### src/rtl/time_set_pkg.sv
// Time-set front-end shared types, field codes and BCD helpers.
// Used by time_set_ctrl and btn_debounce.
package time_set_pkg;

    typedef enum logic [2:0] {
        IDLE,
        EDIT_HR,
        EDIT_MIN,
        EDIT_SEC,
        COMMIT
    } state_t;

    localparam logic [1:0] FS_NONE = 2'd0;
    localparam logic [1:0] FS_HR   = 2'd1;
    localparam logic [1:0] FS_MIN  = 2'd2;
    localparam logic [1:0] FS_SEC  = 2'd3;

    localparam logic [7:0] HR_MAX = 8'h23;
    localparam logic [7:0] MS_MAX = 8'h59;

    // One BCD step with wrap at max; corrupt digits or values past max clamp to 00.
    function automatic logic [7:0] bcd_inc(input logic [7:0] v,
                                           input logic [7:0] max);
        logic [7:0] r;
        if (v[7:4] > 4'd9 || v[3:0] > 4'd9 || v >= max)
            r = 8'h00;
        else if (v[3:0] == 4'd9)
            r = {v[7:4] + 4'd1, 4'h0};
        else
            r = v + 8'd1;
        return r;
    endfunction

endpackage

### src/rtl/btn_debounce.sv
// Raw active-low key -> 2-flop synchroniser -> stability counter.
// Emits the debounced level and a one-cycle press pulse on its 1->0 edge.
import time_set_pkg::*;

module btn_debounce #(
    parameter int DEBOUNCE_CYCLES = 500000
) (
    input  logic clk,
    input  logic reset,
    input  logic btn,
    output logic level,
    output logic press
);

    localparam int CW = $clog2(DEBOUNCE_CYCLES + 1);
    localparam logic [CW-1:0] LAST = CW'(DEBOUNCE_CYCLES - 1);

    logic          s1;
    logic          s2;
    logic [CW-1:0] cnt;

    // Bring the asynchronous key into the clock domain; idle level is released.
    always_ff @(posedge clk) begin
        if (!reset) begin
            s1 <= 1'b1;
            s2 <= 1'b1;
        end else begin
            s1 <= btn;
            s2 <= s1;
        end
    end

    // Adopt the synced level after it has differed long enough; any bounce restarts.
    always_ff @(posedge clk) begin
        if (!reset) begin
            cnt   <= '0;
            level <= 1'b1;
            press <= 1'b0;
        end else begin
            press <= 1'b0;
            if (s2 != level) begin
                if (cnt == LAST) begin
                    cnt   <= '0;
                    level <= s2;
                    press <= ~s2;
                end else begin
                    cnt <= cnt + 1'b1;
                end
            end else begin
                cnt <= '0;
            end
        end
    end

endmodule

### src/rtl/time_set_ctrl.sv
// Clock time-set front-end: key debounce, hr/min/sec edit FSM, blink and load pulse.
// Optional key auto-repeat is built when TIME_SET_AUTOREPEAT_EN is defined.
import time_set_pkg::*;

module time_set_ctrl #(
    parameter int DEBOUNCE_CYCLES   = 500000,
    parameter int BLINK_HALF_CYCLES = 12500000,
    parameter int REPEAT_DELAY      = 25000000,
    parameter int REPEAT_RATE       = 5000000
) (
    input  logic        clk,
    input  logic        reset,
    input  logic        btn_mode,
    input  logic        btn_inc,
    input  logic [23:0] cur_time_bcd,
    output logic [23:0] set_time_bcd,
    output logic        load,
    output logic        editing,
    output logic [1:0]  field_sel,
    output logic [2:0]  blank_mask
);

    localparam int BW = $clog2(BLINK_HALF_CYCLES + 1);
    localparam logic [BW-1:0] BLINK_LAST = BW'(BLINK_HALF_CYCLES - 1);

    state_t        state;
    logic          mode_press;
    logic          inc_press;
    logic          mode_level_unused;
    logic          inc_level;
    logic          rpt_pulse;
    logic          inc_evt;
    logic          restart;
    logic [BW-1:0] blink_cnt;
    logic          blink_phase;

    btn_debounce #(.DEBOUNCE_CYCLES(DEBOUNCE_CYCLES)) u_db_mode (
        .clk   (clk),
        .reset (reset),
        .btn   (btn_mode),
        .level (mode_level_unused),
        .press (mode_press)
    );

    btn_debounce #(.DEBOUNCE_CYCLES(DEBOUNCE_CYCLES)) u_db_inc (
        .clk   (clk),
        .reset (reset),
        .btn   (btn_inc),
        .level (inc_level),
        .press (inc_press)
    );

`ifdef TIME_SET_AUTOREPEAT_EN
    localparam int RPT_MAX = (REPEAT_DELAY > REPEAT_RATE) ? REPEAT_DELAY
                                                          : REPEAT_RATE;
    localparam int RW = $clog2(RPT_MAX + 1);
    localparam logic [RW-1:0] DLY_LAST  = RW'(REPEAT_DELAY - 1);
    localparam logic [RW-1:0] RATE_LAST = RW'(REPEAT_RATE - 1);

    logic [RW-1:0] rpt_cnt;
    logic          rpt_armed;

    // Held key in an edit field: first repeat after the delay, then at the rate.
    always_ff @(posedge clk) begin
        if (!reset) begin
            rpt_cnt   <= '0;
            rpt_armed <= 1'b0;
            rpt_pulse <= 1'b0;
        end else begin
            rpt_pulse <= 1'b0;
            if (!editing || inc_level || mode_press || inc_press) begin
                rpt_cnt   <= '0;
                rpt_armed <= 1'b0;
            end else if (rpt_cnt == (rpt_armed ? RATE_LAST : DLY_LAST)) begin
                rpt_cnt   <= '0;
                rpt_armed <= 1'b1;
                rpt_pulse <= 1'b1;
            end else begin
                rpt_cnt <= rpt_cnt + 1'b1;
            end
        end
    end
`else
    // Auto-repeat not built: the repeat path is tied off.
    assign rpt_pulse = inc_level & (REPEAT_DELAY < 0) & (REPEAT_RATE < 0);
`endif

    assign inc_evt = inc_press | rpt_pulse;
    assign restart = mode_press | (state == COMMIT) | (editing & inc_evt);

    // Edit FSM with registered outputs; mode has priority over increment.
    always_ff @(posedge clk) begin
        if (!reset) begin
            state        <= IDLE;
            set_time_bcd <= '0;
            load         <= 1'b0;
            editing      <= 1'b0;
            field_sel    <= FS_NONE;
        end else begin
            load <= 1'b0;
            unique case (state)
                IDLE: begin
                    if (mode_press) begin
                        state        <= EDIT_HR;
                        set_time_bcd <= cur_time_bcd;
                        editing      <= 1'b1;
                        field_sel    <= FS_HR;
                    end
                end
                EDIT_HR: begin
                    if (mode_press) begin
                        state     <= EDIT_MIN;
                        field_sel <= FS_MIN;
                    end else if (inc_evt) begin
                        set_time_bcd[23:16] <= bcd_inc(set_time_bcd[23:16], HR_MAX);
                    end
                end
                EDIT_MIN: begin
                    if (mode_press) begin
                        state     <= EDIT_SEC;
                        field_sel <= FS_SEC;
                    end else if (inc_evt) begin
                        set_time_bcd[15:8] <= bcd_inc(set_time_bcd[15:8], MS_MAX);
                    end
                end
                EDIT_SEC: begin
                    if (mode_press) begin
                        state     <= COMMIT;
                        load      <= 1'b1;
                        editing   <= 1'b0;
                        field_sel <= FS_NONE;
                    end else if (inc_evt) begin
                        set_time_bcd[7:0] <= bcd_inc(set_time_bcd[7:0], MS_MAX);
                    end
                end
                COMMIT: begin
                    state <= IDLE;
                end
                default: begin
                    state     <= IDLE;
                    editing   <= 1'b0;
                    field_sel <= FS_NONE;
                end
            endcase
        end
    end

    // Blink phase for the edited field; restarts visible on any state change or increment.
    always_ff @(posedge clk) begin
        if (!reset) begin
            blink_cnt   <= '0;
            blink_phase <= 1'b0;
        end else if (restart || !editing) begin
            blink_cnt   <= '0;
            blink_phase <= 1'b0;
        end else if (blink_cnt == BLINK_LAST) begin
            blink_cnt   <= '0;
            blink_phase <= ~blink_phase;
        end else begin
            blink_cnt <= blink_cnt + 1'b1;
        end
    end

    // Map the blank phase onto the selected digit pair.
    always_comb begin
        blank_mask = 3'b000;
        if (blink_phase) begin
            unique case (1'b1)
                (field_sel == FS_HR):  blank_mask = 3'b100;
                (field_sel == FS_MIN): blank_mask = 3'b010;
                (field_sel == FS_SEC): blank_mask = 3'b001;
                default:               blank_mask = 3'b000;
            endcase
        end
    end

endmodule
### config.mk
export PLATFORM = sky130hd
export DESIGN_NAME = time_set_ctrl
export DESIGN_NICKNAME = d
export VERILOG_FILES = /design/src/rtl/time_set_pkg.sv /design/src/rtl/btn_debounce.sv /design/src/rtl/time_set_ctrl.sv
export SDC_FILE = /design/constraint.sdc
export NUM_CORES = 1
export LEC_CHECK = 0
export CAP_MARGIN = 10
export CORE_MARGIN = 10
export CORE_UTILIZATION = 51
export CTS_CLUSTER_DIAMETER = 200
export DETAILED_ROUTE_END_ITERATION = 7
export PLACE_DENSITY_LB_ADDON = 0.12
export SYNTH_ARGS = -nofsm -noshare
export SYNTH_HDL_FRONTEND = slang
export SYNTH_HIERARCHICAL = 1
export SYNTH_SLANG_ARGS = --single-unit
### constraint.sdc
create_clock -name clk -period 1.95 [get_ports clk]
set_input_delay 0.2925 -clock clk [delete_from_list [all_inputs] [get_ports clk]]
set_output_delay 0.2925 -clock clk [all_outputs]
set_load 0.05 [all_outputs]
Word level (Yosys, flattened, before mapping) --
Index checks and enable logic that the tools add are counted.
Word-level totals: logic and storage cells 133, memories kept 0, input bits 28, output and inout bits 31, bits in latches 0, bits in writable memories 0, memory bits (read-only) 0, flip-flop bits (word level) 102
Cells by class: add/subtract/negate cells 9, equality and inequality tests 25, shift-type cells 0, bitwise logic cells 11, reduce and logical (&&, ||, !) cells 28, divide/modulo/power cells 0, order comparisons 9, multiply operators 0, mux-type cells 32
Operators by type and width (count):
- 2-to-1 mux 8 bit | 12
- case mux 8 bit (2 select lines) | 3
- adder 19 x 1 -> 19 bit, second input constant | 2
- == test 19 bit, second input constant | 2
- adder 24 x 1 -> 24 bit, second input constant | 1
- adder 8 x 1 -> 8 bit, second input constant | 3
- == test 24 bit, second input constant | 1
- > comparator 4 bit, second input constant | 6
- 2-to-1 mux 24 bit | 1
- greater-or-equal comparator 8 x 7 -> 1 bit, second input constant | 2
- AND reduction 4 bit | 4
- 2-to-1 mux 3 bit | 5
- != test 2 x 1 -> 1 bit, second input constant | 7
- adder 4 x 1 -> 4 bit, second input constant | 3
- == test 4 bit, second input constant | 3
- case mux 3 bit (4 select lines) | 1
- OR reduction 3 bit | 4
- case mux 2 bit (5 select lines) | 1
- case mux 3 bit (3 select lines) | 1
- AND reduction 3 bit | 3
- greater-or-equal comparator 8 x 6 -> 1 bit, second input constant | 1
- 2-to-1 mux 2 bit | 4
- NOT 1 bit | 8
- logical OR 1 bit | 7
- 17 further kinds | 29

Logic depth before layout (Yosys ltp) --
Gate-level depths: netlist of run 1.
word-level depth 7, gate-level depth with buffers 8, depth with buffers taken out 7

Modules after synthesis --
The synthesis of run 1 kept the hierarchy.
By module, submodules not included:
- time_set_ctrl | area an instance 3311.9 um^2, instances 1, cells an instance 395, sequential area each 1121.1 um^2
- btn_debounce | area an instance 1086.0 um^2, instances 2, cells an instance 117, sequential area each 460.4 um^2

Worst setup path after synthesis of run 1 --
No wires, ideal clock.
path type reg-to-reg, start point reg set_time_bcd[13], end point reg set_time_bcd[14], stages on the path, launching flop included 8, arrival time 2.267 ns, data required time 1.876 ns, slack -0.391 ns, setup time 0.074 ns, path buffers 0, clock period less this slack 2.341 ns, cells stage by stage dfxtp_1 inv_1 ha_1 a31o_1 a211oi_2 nand3_1 or4_1 a31oi_1
Between the ends: word-level cells in the longest chain between the ends 7, elaborated cells on any way between the ends 11, those cells by class 2 x add/sub; 2 x order compare; 5 x mux; 2 x reduce/logical
RTL lines:
- start, declared | RTL line time_set_ctrl.sv:16 | output logic [23:0] set_time_bcd,
- start signal, assigned | RTL line time_set_ctrl.sv:105 | set_time_bcd <= cur_time_bcd;
- start signal, assigned | RTL line time_set_ctrl.sv:123 | set_time_bcd[15:8] <= bcd_inc(set_time_bcd[15:8], MS_MAX);
- branches (longest 3 deep; another with adder 8 x 1 -> 8 bit)
- 2-to-1 mux 8 bit * | RTL line time_set_pkg.sv:25 | if (v[7:4] > 4'd9 || v[3:0] > 4'd9 || v >= max)
- 2-to-1 mux 8 bit * | RTL line time_set_ctrl.sv:122 | end else if (inc_evt) begin
- 2-to-1 mux 8 bit * | RTL line time_set_ctrl.sv:119 | if (mode_press) begin
- case mux 8 bit (2 select lines) * | RTL line time_set_ctrl.sv:101 | unique case (state)
Every way passes the cells marked *. The select of a mux whose other input is x is not followed. A chain may end at the register's enable or synchronous reset.

Final worst setup path of run 1 --
start point reg set_time_bcd[15], end point out set_time_bcd[15]
No word-level cell between the ends.

==> results of run 1 <==
[cell usage after synthesis (4+ instances only)]
library cell	n
a211oi_1	5
a21o_1	5
a21oi_1	40
a221oi_1	4
a22oi_1	4
and3_1	7
and4_1	7
buf_2	7
buf_6	6
clkbuf_1	13
dfxtp_1	102
ha_1	12
inv_1	21
nand2_1	64
nand2b_1	9
nand3_1	36
nand3b_1	6
nand4_1	15
nand4_2	4
nor2_1	57
nor2_2	11
nor2_4	18
nor2b_1	4
nor3_1	14
nor4_1	17
o211ai_1	4
o21ai_0	16
xnor2_1	31
xor2_1	29
[registers in the layout (all words and copies together) (netlist names)]
register,cells
u_db_mode/level,1
u_db_inc/s1,1
u_db_mode/s2,1
u_db_inc/level,1
editing,1
u_db_inc/cnt,19
state,3
set_time_bcd,24
u_db_mode/press,1
blink_phase,1
u_db_inc/press,1
u_db_mode/cnt,19
field_sel,2
load,1
u_db_inc/s2,1
blink_cnt,24
u_db_mode/s1,1
[area by class of cell]
type                            count  area share [%]
Clock inverter                      4          0.4396
Tap cell                          136           2.599
Timing Repair Buffer              101           13.47
Inverter                           22           1.261
Clock buffer                       11           2.332
Sequential cell                   102           31.33
Multi-Input combinational cell    476           48.57
[routing by layer]
metal	vias to the layer above	wire [microns]
met3	11	721
met4	0	127
met2	97	6121
li1	2391	-
met1	2255	5615
met5	-	0
[placed cells by master, fill, tap and decap left out, drive strengths merged, types with 20 or more instances in the layout]
cell,n
dfxtp,102
nor2,86
nand2,64
buf,60
a21oi,40
nand3,38
clkdlybuf4s50,32
xnor2,31
xor2,29
inv,22
nand4,21
nor4,20
[per-stage QoR]
step	utilization (%)	setup TNS, ns	area (sq um)	std cells	worst slack, ns
after global placement	60.53	-1.044	6305	833	-0.04822
final	62.85	0	6546	852	0.08224
after detailed placement	60.53	-1.171	6305	833	-0.1010
after floorplan	-	-0.03626	5493	629	-0.03626
after CTS	62.19	0	6477	848	0.001292
after global routing	62.85	0	6546	852	0.009452
[final timing paths]
kind / startpoint / endpoint / slack, ns
max: set_time_bcd[15]$_SDFFE_PN0P_ / set_time_bcd[15] / 0.08
min: u_db_inc/s1$_SDFF_PN1_ / u_db_inc/s2$_SDFF_PN1_ / 0.42
max reg2reg: set_time_bcd[5]$_SDFFE_PN0P_ / set_time_bcd[2]$_SDFFE_PN0P_ / 0.09
min reg2reg: u_db_inc/s1$_SDFF_PN1_ / u_db_inc/s2$_SDFF_PN1_ / 0.42
[where the power goes]
group / total (mW) / switching (mW) / internal, mW
Clock: 1.24 / 0.706 / 0.538
Combinational: 0.185 / 0.0926 / 0.0923
Sequential: 2.10 / 0.0115 / 2.09
[cell families after synthesis]
kind of cell    after synthesis
mux                           1
flops                       102
compound gates              106
xor+xnor                     60
buf+inv                      51
simple gates                297
fa+ha+maj                    12
[what timing repair did]
item | CTS | global route
gates resized for setup | 7 | 6
setup endpoints to repair | 7 | 15
pin swaps | 0 | 6
cloned | 0 | 1
setup buffers | 0 | 3
==> flow_summary.ini, run 1 <==
[status]
outcome = complete, no violations

[clock_tree]
clockBufferDepth = 2
cts_max_level = 3
clock-root-buffer = clkbuf_8
clk_pin_slew_ns = 0.09
clock_sinks = 102
clock_latency_ns = 0.37
holdBufCountCts = 0
cts_tree = built
numCtsBuffers = 9

[yosys]
synthFlopType = dfxtp_1
synth-edff-count = 0
ys_types = 64
netlist_area_sq_um = 5484
synth-seq-cells = 102
synth_top_family_by_area = simple AND/OR/NAND/NOR gates
synth-async-reset-ratio_pct = 0
synth-simple-area-share_pct = 32.33
syn_nets = 669
synth-compound-area-share_pct = 12.80
synth_warnings = 6
ys_seq_area_share_pct = 37.23
avgSynthCellArea_sq_um = 8.719
synth_xor_area_share_pct = 9.582
synth_mux_area_share_pct = 0.1825
synth.top_cell.area_share_pct = 37.23
synthAdderAreaFrac_pct = 2.738
syn_inst = 629
ys_top_cells_by_area = dfxtp_1, xnor2_1, xor2_1, nand2_1, nor2_1
post-synth-top-area-cell = dfxtp_1

[worst_setup_path]
required_ns = 1.66
critPathMaxFanout = 3
crit_path_end_kind = output pin
critical-path-slowest-cell = clkdlybuf4s50_1
path_depth = 1
arrival_ns = 1.58
crit_type = reg -> out
path_delay_family = buffers and inverters
critPathLaunchType = register
crit_path_max_incr_delay_ns = 0.83
cp.buffers_inverters = 1
path_cells = clkdlybuf4s50_1
rr_worst_depth = 8

[sta]
whs_ns = 0.4183
rsz0062_at_grt = no
maxSlewHeadroom_pct = 66.05
post-route-period-util_pct = 95.78
slew_violations = 0
skew_ns = 0.009311
clock.fmax_mhz = 535.4
hold_viol_final = 0
finalCriticalPeriod_ns = 1.868
worst_pin_slew_ns = 0.5077
setup_viol = 0

[placed_design]
io_buffers = 58
gp_congestion = 0.8852
dp_hpwl_microns = 9287

[grt]
grt_util_met2_pct = 27.15
antenna_found_initial = 0
grt-busiest-layer = met2
grt_pass1_vias = 4540
grt.met1_usage_pct = 20.33
grt_use_met3_pct = 3.891
grt_usage_pct = 16.28
grt_pass1_wl_microns = 20760
grt_max_degree = 26
grt_remaining_overflow = 0

[floorplanning]
fp.dieW_microns = 123.7
die_y_microns = 123.7
io_pins = 59
start_util_pct = 52.65
die_area_sq_um = 15300
rows = 37
core_sq_um = 10420

[route]
drc = 0
firstDrtPassIters = 5
via_per_inst = 5.580
drt-initial-drc-count = 330
wl_per_cell_microns = 14.77
ant_nets = 0
vias = 4754
routed_wl_microns = 12590

[power]
leakagePower_nw = 2.323
vdd_ir_drop_max_mv = 0.5062
fin_total_pwr_mw = 3.529
power_density_nw_per_um2 = 539.1

[finish]
final_layout_size_suffix_gt1_share_pct = 19.41
num_antenna_cells = 0
nets = 752
area_growth_pct = 19.37
seq_area_sq_um = 2051
nFillCells = 907
multiInputGateArea_sq_um = 3179

[run]
cap_violations = 0

[hold_path]
holdPathStages = 1
hold_class = reg -> reg
Power figures use the tool's default switching activity.
==> inputs of run 2 (changes only) <==
--- a/config.mk
+++ b/config.mk
@@ -7,7 +7,7 @@
 export LEC_CHECK = 0
 export CAP_MARGIN = 10
 export CORE_MARGIN = 10
-export CORE_UTILIZATION = 51
+export CORE_UTILIZATION = 61
 export CTS_CLUSTER_DIAMETER = 200
 export DETAILED_ROUTE_END_ITERATION = 7
 export PLACE_DENSITY_LB_ADDON = 0.12
==> constraint.sdc (replaced) <==
create_clock -name clk -period 2.4 [get_ports clk]
set_input_delay 0.36 -clock clk [delete_from_list [all_inputs] [get_ports clk]]
set_output_delay 0.36 -clock clk [all_outputs]
set_load 0.05 [all_outputs]
==> flow_summary.ini, run 2 (same netlist as run 1, synthesis figures left out) <==
[placed_design]
io_buffers = 58
gp_congestion = 0.8852
dp_hpwl_microns = 8618

[status]
outcome = complete, no violations

[power]
power_density_nw_per_um2 = 467.6
fin_total_pwr_mw = 2.934
leakagePower_nw = 2.054
vdd_ir_drop_max_mv = 0.3841

[worst_setup_path]
critical-path-slowest-cell = clkdlybuf4s50_1
critPathLaunchType = register
critPathMaxFanout = 6
worstReg2RegStart = set_time_bcd[13]$_SDFFE_PN0P_
crit_path_end_kind = output pin
crit_type = reg -> out
r2r_setup_slack_ns = 0.25
required_ns = 2.04
crit_path_max_incr_delay_ns = 0.80
arrival_ns = 1.86
path_cells = and3_1 > clkdlybuf4s50_1
crit_start = field_sel[0]$_SDFFE_PN0P_
r2r_end = set_time_bcd[14]$_SDFFE_PN0P_
rr_worst_depth = 7

[grt]
grt_pass1_vias = 4428
grt_pass1_wl_microns = 20180
grt_usage_pct = 17.77
grt_max_degree = 26
antenna_found_initial = 0
grt_remaining_overflow = 0

[hold_path]
hold_class = reg -> reg
holdPathStages = 1
min_from = u_db_mode/s1$_SDFF_PN1_
holdPathEnd = u_db_mode/s2$_SDFF_PN1_

[sta]
post-route-period-util_pct = 92.32
slew_violations = 0
hold_viol_final = 0
rsz0062_at_grt = no
skew_ns = 0.01296
finalSetupTns_ns = 0
setup_viol = 0
maxSlewHeadroom_pct = 53.62
worst_pin_slew_ns = 0.6900
clock.fmax_mhz = 451.3
finalCriticalPeriod_ns = 2.216

[clock_tree]
holdBufCountCts = 0
cts_tree = built
clock-root-buffer = clkbuf_8
cts_setup_buffers = 0
clockBufferDepth = 2
cts_max_level = 3
numCtsBuffers = 9
clock_sinks = 102
post_cts_resized = 0
clock_latency_ns = 0.35
clk_pin_slew_ns = 0.10

[route]
vias = 4681
via_per_inst = 5.918
wl_per_cell_microns = 15.21
drc = 0
ant_nets = 0
firstDrtPassIters = 4
routed_wl_microns = 12040
drt-initial-drc-count = 238

[finish]
utilization_pct = 71.97
nFillCells = 682
layout_common_cells = dfxtp_1, nand2_1, clkdlybuf4s50_1
final_layout_size_suffix_gt1_share_pct = 11.57
top_regs = blink_cnt: 24 flops, set_time_bcd: 24 flops
final_common_cell = dfxtp_1
nets = 718
num_antenna_cells = 0
area_growth_pct = 14.44

[floorplanning]
io_pins = 59
start_util_pct = 62.88
rows = 34
core_sq_um = 8721
die_y_microns = 114.8
die_area_sq_um = 13180
fp.dieW_microns = 114.8

[run]
cap_violations = 0
[run 2: cell type report]
class	count	area [sq um]	area share, %
Timing Repair Buffer	67	660.6	10.53
Clock inverter	5	63.81	1.017
Inverter	22	82.58	1.316
Sequential cell	102	2042	32.54
Clock buffer	11	131.4	2.093
Multi-Input combinational cell	476	3161	50.36
Tap cell	108	135.1	2.153
[run 2: how the worst max path moves through the flow]
stage,endpoint,slack (ns),cells past startpoint
3_3_place_gp,blink_cnt[4]$_SDFF_PP0_,0.32,6
6_report,blank_mask[0],0.18,2
3_5_place_dp,set_time_bcd[14]$_SDFFE_PN0P_,0.28,7
4_1_cts,blank_mask[0],0.17,2
2_1_floorplan,set_time_bcd[14]$_SDFFE_PN0P_,0.06,7
5_1_grt,set_time_bcd[5]$_SDFFE_PN0P_,0.07,6
[run 2: metrics by stage]
stage / std cells / cell area (sq um) / setup WS [ns] / hold WS [ns]
detailed placement: 775 / 6081 / 0.2828 / 0.3924
CTS: 791 / 6276 / 0.1726 / 0.4185
global placement: 775 / 6081 / 0.3220 / 0.3963
floorplan: 629 / 5484 / 0.05898 / 0.3863
global route: 791 / 6276 / 0.07173 / 0.4273
finish: 791 / 6276 / 0.1843 / 0.4171
[run 2: routing by layer]
metal | up-vias | track usage [%] | part of all wire, %
li1 | 2320 | - | -
met1 | 2203 | 22.48 | 44
met2 | 144 | 29.52 | 48
met3 | 14 | 4.323 | 6.5
met4 | 0 | 4.950 | 1.1
met5 | - | 0 | 0
[run 2: report_power, final]
part / internal, mW / switching, mW / total, mW
registers: 1.70 / 0.0108 / 1.71
clock network: 0.495 / 0.587 / 1.08
logic: 0.0690 / 0.0726 / 0.142
total: 2.26 / 0.670 / 2.93
[run 2: critical path, delay by kind of cell, from the launching register on]
kind / cells / cell delay (ns)
AND/OR/NAND/NOR: 1 / 0.20
flip-flops: 1 / 0.50
buffers and inverters: 1 / 0.80
